**config.mk**
```make
export PLATFORM = sky130hd
export DESIGN_NAME = uart_tx_arbiter
export DESIGN_NICKNAME = d
export VERILOG_FILES = /design/src/rtl/uart_tx_arbiter.sv
export SDC_FILE = /design/constraint.sdc
export NUM_CORES = 1
export LEC_CHECK = 0
export CORE_MARGIN = 2
export CORE_UTILIZATION = 41
export CTS_CLUSTER_DIAMETER = 100
export DETAILED_ROUTE_END_ITERATION = 16
export GPL_TIMING_DRIVEN = 0
export PLACE_DENSITY = 0.85
export SYNTH_ARGS = -nofsm -noshare
export SYNTH_HDL_FRONTEND = slang
export SYNTH_SLANG_ARGS = --single-unit
```
**constraint.sdc**
```tcl
create_clock -name i_clk -period 3.5 [get_ports i_clk]
set_input_delay 0.7 -clock i_clk [delete_from_list [all_inputs] [get_ports i_clk]]
set_output_delay 0.7 -clock i_clk [all_outputs]
set_load 0.01 [all_outputs]
```
**src/rtl/uart_tx_arbiter.sv**
```systemverilog
// uart_tx_arbiter
//   Shares one byte-wide UART transmitter among N_REQ requesters, packet by
//   packet. Grants are round-robin and only change at packet boundaries; each
//   byte is held on o_tx_data with o_tx_write high until the transmitter
//   shows busy, then the arbiter waits for busy to fall before the next byte.
//
// Parameters
//   N_REQ    number of requesters (2..8)
//   TIMEOUT  WRITE cycles allowed without i_tx_busy (watchdog build only)
//
// Ports
//   i_clk, i_reset             clock, async active-high reset
//   i_req_valid/_data/_last    per-requester byte stream (byte k at [8k+7:8k])
//   o_req_ready                one-hot, only in LOAD, equals the grant
//   o_grant                    one-hot owner, zero when unowned
//   o_tx_write, o_tx_data      write request / held byte to the transmitter
//   i_tx_busy                  transmitter busy (acceptance through stop bit)
//   o_timeout                  one-cycle watchdog pulse
//
// Build option
//   UART_ARB_TIMEOUT_EN  enables the write watchdog; without it WRITE waits
//                        forever and o_timeout is tied low.
module uart_tx_arbiter #(
  parameter int N_REQ   = 4,
  parameter int TIMEOUT = 1024
) (
  input  logic               i_clk,
  input  logic               i_reset,
  input  logic [N_REQ-1:0]   i_req_valid,
  input  logic [8*N_REQ-1:0] i_req_data,
  input  logic [N_REQ-1:0]   i_req_last,
  output logic [N_REQ-1:0]   o_req_ready,
  output logic [N_REQ-1:0]   o_grant,
  output logic               o_tx_write,
  output logic [7:0]         o_tx_data,
  input  logic               i_tx_busy,
  output logic               o_timeout
);

  localparam int IW = (N_REQ > 1) ? $clog2(N_REQ) : 1;

  if (N_REQ < 2 || N_REQ > 8 || TIMEOUT < 1) begin : g_bad_cfg
    $error("uart_tx_arbiter: N_REQ must be 2..8 and TIMEOUT >= 1");
  end

  typedef enum logic [1:0] {IDLE, LOAD, WRITE, DRAIN} state_t;

  state_t             state, state_nxt;
  logic [N_REQ-1:0]   grant_nxt;
  logic [IW-1:0]      last_grant, last_grant_nxt;
  logic               last_q;
  logic               load_en;

  logic [N_REQ-1:0][7:0] req_data;
  assign req_data = i_req_data;

  // ---------------------------------------------------------------------------
  // Granted requester's byte (grant is one-hot, so OR-ing is a clean mux)
  // ---------------------------------------------------------------------------
  logic       gnt_valid, gnt_last;
  logic [7:0] gnt_data;

  always_comb begin
    gnt_data = '0;
    gnt_last = 1'b0;
    for (int k = 0; k < N_REQ; k++) begin
      if (o_grant[k]) begin
        gnt_data = gnt_data | req_data[k];
        gnt_last = gnt_last | i_req_last[k];
      end
    end
  end

  assign gnt_valid = |(i_req_valid & o_grant);

  // ---------------------------------------------------------------------------
  // Round-robin pick: first valid requester after last_grant, wrapping
  // ---------------------------------------------------------------------------
  logic          win_found;
  logic [IW-1:0] win_idx;
  logic [IW-1:0] cand;
  int            idx;

  always_comb begin
    win_found = 1'b0;
    win_idx   = last_grant;
    cand      = '0;
    idx       = 0;
    for (int off = 1; off <= N_REQ; off++) begin
      idx = int'(last_grant) + off;
      if (idx >= N_REQ) idx = idx - N_REQ;
      cand = IW'(idx);
      if (!win_found && i_req_valid[cand]) begin
        win_found = 1'b1;
        win_idx   = cand;
      end
    end
  end

  // ---------------------------------------------------------------------------
  // Write watchdog
  // ---------------------------------------------------------------------------
  logic tmo_fire;

`ifdef UART_ARB_TIMEOUT_EN
  localparam int TW = $clog2(TIMEOUT + 1);
  logic [TW-1:0] tmo_cnt;

  // Fires in the TIMEOUT-th consecutive WRITE cycle that still has no busy.
  assign tmo_fire = (state == WRITE) && !i_tx_busy && (tmo_cnt == TW'(TIMEOUT - 1));

  always_ff @(posedge i_clk or posedge i_reset) begin
    if (i_reset)                           tmo_cnt <= '0;
    else if (state == WRITE && !i_tx_busy) tmo_cnt <= tmo_cnt + TW'(1);
    else                                   tmo_cnt <= '0;
  end
`else
  assign tmo_fire = 1'b0;
`endif

  assign o_timeout = tmo_fire;

  // ---------------------------------------------------------------------------
  // FSM
  // ---------------------------------------------------------------------------
  always_comb begin
    state_nxt      = state;
    grant_nxt      = o_grant;
    last_grant_nxt = last_grant;
    load_en        = 1'b0;
    case (state)
      IDLE: begin
        if (!i_tx_busy && win_found) begin
          grant_nxt      = N_REQ'(1) << win_idx;
          last_grant_nxt = win_idx;
          state_nxt      = LOAD;
        end
      end
      LOAD: begin
        // A stalled owner keeps the grant; there is no preemption.
        if (gnt_valid) begin
          load_en   = 1'b1;
          state_nxt = WRITE;
        end
      end
      WRITE: begin
        // Hold write until busy is seen: the transmitter may only sample it
        // on a baud tick.
        if (i_tx_busy) begin
          state_nxt = DRAIN;
        end else if (tmo_fire) begin
          grant_nxt = '0;
          state_nxt = IDLE;
        end
      end
      DRAIN: begin
        if (!i_tx_busy) begin
          if (last_q) begin
            grant_nxt = '0;
            state_nxt = IDLE;
          end else begin
            state_nxt = LOAD;
          end
        end
      end
      default: begin
        grant_nxt = '0;
        state_nxt = IDLE;
      end
    endcase
  end

  always_ff @(posedge i_clk or posedge i_reset) begin
    if (i_reset) begin
      state      <= IDLE;
      o_grant    <= '0;
      last_grant <= IW'(N_REQ - 1);
      o_tx_data  <= '0;
      last_q     <= 1'b0;
    end else begin
      state      <= state_nxt;
      o_grant    <= grant_nxt;
      last_grant <= last_grant_nxt;
      if (load_en) begin
        o_tx_data <= gnt_data;
        last_q    <= gnt_last;
      end
    end
  end

  // Decoded from state so both drop the instant reset is applied.
  assign o_req_ready = (state == LOAD) ? o_grant : '0;
  assign o_tx_write  = (state == WRITE);

endmodule

```
==> impl_metrics.toml <==
[placed_design]
numPortBuffers = 59
dp_hpwl_mm = 2.58
globalplace.congestion = 0.810
dpl.cell_count = 204

[clock_network]
cts-htree-levels = 1
ctsHoldBuffers = 0
cts_setup_buffers = 0
cts_resized = 0
cts_buffers = 3
cts-root-buf = "clkbuf_4"
cts_tree = "done"
clk_pin_slew_ps = 100
clock_latency_ps = 300
cts_sinks = 17
clk_path_buf_depth = 2

[yosys]
yosys.cell_types.count = 33
syn-num-nets = 162
async_flop_share_pct = 100
synth.cell_area_mm2 = 0.00107
synth_edf_count = 0
avgSynthCellArea_um2 = 9.35
ys.flop_type = "dfrtp_1"
yosysSeqAreaShare_pct = 39.8
ys_ff_latch = 17
synth_cells = 115
yosys_warnings = 0

[finish]
antenna_cells = 0
fin_cells = 208
drive_above_1_share_pct = 7.30
fin_util_pct = 69.8
area_growth_pct = 60.9
nets = 226

[worst_hold_path]
hp-class = "reg -> reg"

[drt]
drt_pass1_iterations = 4
wl_mm = 3.37
routedWlPerCell_um = 16.2
vias_per_cell = 5.79
ant_nets = 0
drc = 0
drt_iter0_drc = 51
vias = 1205

[timing]
fmax_mhz = 389
slew_violations = 0
min_period_ps = 2570
setup_viol = 0
max_slew_margin_pct = 57.0
tightest_slew_ps = 644
hold_viol_final = 0
skew_ps = 0.855
setup_tns_ps = 0
rsz0062_at_grt = "false"
fin_crit_sh_pct = 73.4

[critical_path]
critical_path_class = "reg -> out"
crit_fanout = 10
critical_path_required_ps = 2800
crit_path_start_kind = "flip-flop"
critPathArrivalTime_ps = 1870
end_kind = "output port"

[global_routing]
grt_max_degree = 18
grt-ovfl-total = 0
grt_usage_pct = 23.2
grt_pass1_vias = 1192
antenna_found_initial = 0
grt_pass1_wl_mm = 5.69

[floorplan]
coreArea_mm2 = 0.00248
start_util_pct = 43.4
fp.dieW_um = 55.2
die_h_um = 55.2
ios = 61
rows = 18
die_area_mm2 = 0.00305

[job]
cap_violations = 0

[pwr]
peakVddDrop_v = 0.000509
power_mw = 1.23
power_density_mw_per_mm2 = 710
p_leak_nw = 0.710

[run_status]
status = "finished clean"
## metrics by stage
| step | setup slack (ps) | instance area [µm²] | hold WS (ps) |
|---|---|---|---|
| floorplan | 1670 | 1070 | 450 |
| global placement | 1030 | 1700 | 465 |
| detailed placement | 989 | 1700 | 472 |
| CTS | 901 | 1730 | 494 |
| global route | 823 | 1730 | 536 |
| finish | 931 | 1730 | 493 |
## flip-flops by register name, indices dropped and copies added (netlist names)
register    cells
last_grant      2
state           2
o_tx_data       8
last_q          1
o_grant         4
## final timing paths
check                      cells past startpoint  slack, ps         start              to
min in group asynchronous                      2        800       i_reset    o_tx_data[2]
hold / removal                                 2        490  o_tx_data[7]    o_tx_data[7]
setup / recovery                               3        930    o_grant[3]  o_req_ready[3]
hold reg to reg                                2        490  o_tx_data[7]    o_tx_data[7]
max in group asynchronous                      2       2290       i_reset        state[0]
setup reg to reg                               5       1560      state[0]      o_grant[0]
## power by group
group	internal (mW)	switching, mW
clock	0.0445	0.0647
sequential	0.300	0.0792
combinational	0.387	0.352
## layout by cell type (no fill, tap or decap), types with 3 or more instances in the layout
master           count
nand2_1             13
o21ai_0             10
clkbuf_1             5
a22o_1              12
a221oi_1             9
inv_1                4
and2_1               4
clkdlybuf4s50_1     59
clkbuf_4             3
ha_1                 4
o31ai_1              3
dfrtp_1             15
nor2b_1              3
nor2_1               7
## metal layers
layer  part of all wire, %  global-route usage (%)
met5                     0                       0
met4                   1.5                    6.27
met3                   9.1                    5.39
met2                    48                    40.8
met1                    41                    28.1
## layout make-up
| class | instances | area [µm²] |
|---|---|---|
| clock buffer | 4 | 26.3 |
| multi-input combinational | 88 | 604 |
| tap | 30 | 37.5 |
| fill | 202 | 748 |
| buffer | 6 | 27.5 |
| sequential | 17 | 428 |
| timing repair buffer | 59 | 591 |
| inverter | 4 | 15.0 |
## synthesized netlist by cell type (2+ instances only)
| cell type | number | area share (%) |
|---|---|---|
| dfrtp_1 | 15 | 35 |
| nand2_1 | 13 | 4.5 |
| a22o_1 | 12 | 9.8 |
| o21ai_0 | 10 | 4.7 |
| a221oi_1 | 9 | 7.3 |
| nor2_1 | 7 | 2.4 |
| and2_1 | 4 | 2.3 |
| clkbuf_1 | 4 | 1.4 |
| ha_1 | 4 | 4.7 |
| inv_1 | 4 | 1.4 |
| nor2b_1 | 3 | 1.7 |
| o31ai_1 | 3 | 2.1 |
| a22o_2 | 2 | 1.9 |
| and2b_1 | 2 | 1.4 |
| dfstp_2 | 2 | 4.9 |
| mux2_2 | 2 | 2.1 |
| nor3_1 | 2 | 0.93 |
| o21bai_1 | 2 | 1.4 |
## worst max-delay path: stages (launching register included)
cell	delay [ps]
dfrtp_1	420
clkbuf_1	420
and2_1	200
clkdlybuf4s50_1	530
## kinds of logic (layout without fill, tap and decap cells)
logic type	after synthesis	in the layout	share of synthesized area [%]
AOI/OAI and AO/OA	44	44	31.7
adders and majority gates	4	4	4.66
buffers and inverters	10	73	3.96
DFF	17	17	39.8
muxes	2	2	2.10
other	1	1	0.349
and+or+nand+nor	37	37	17.5
Note: power is estimated with default switching activity, not from simulation.
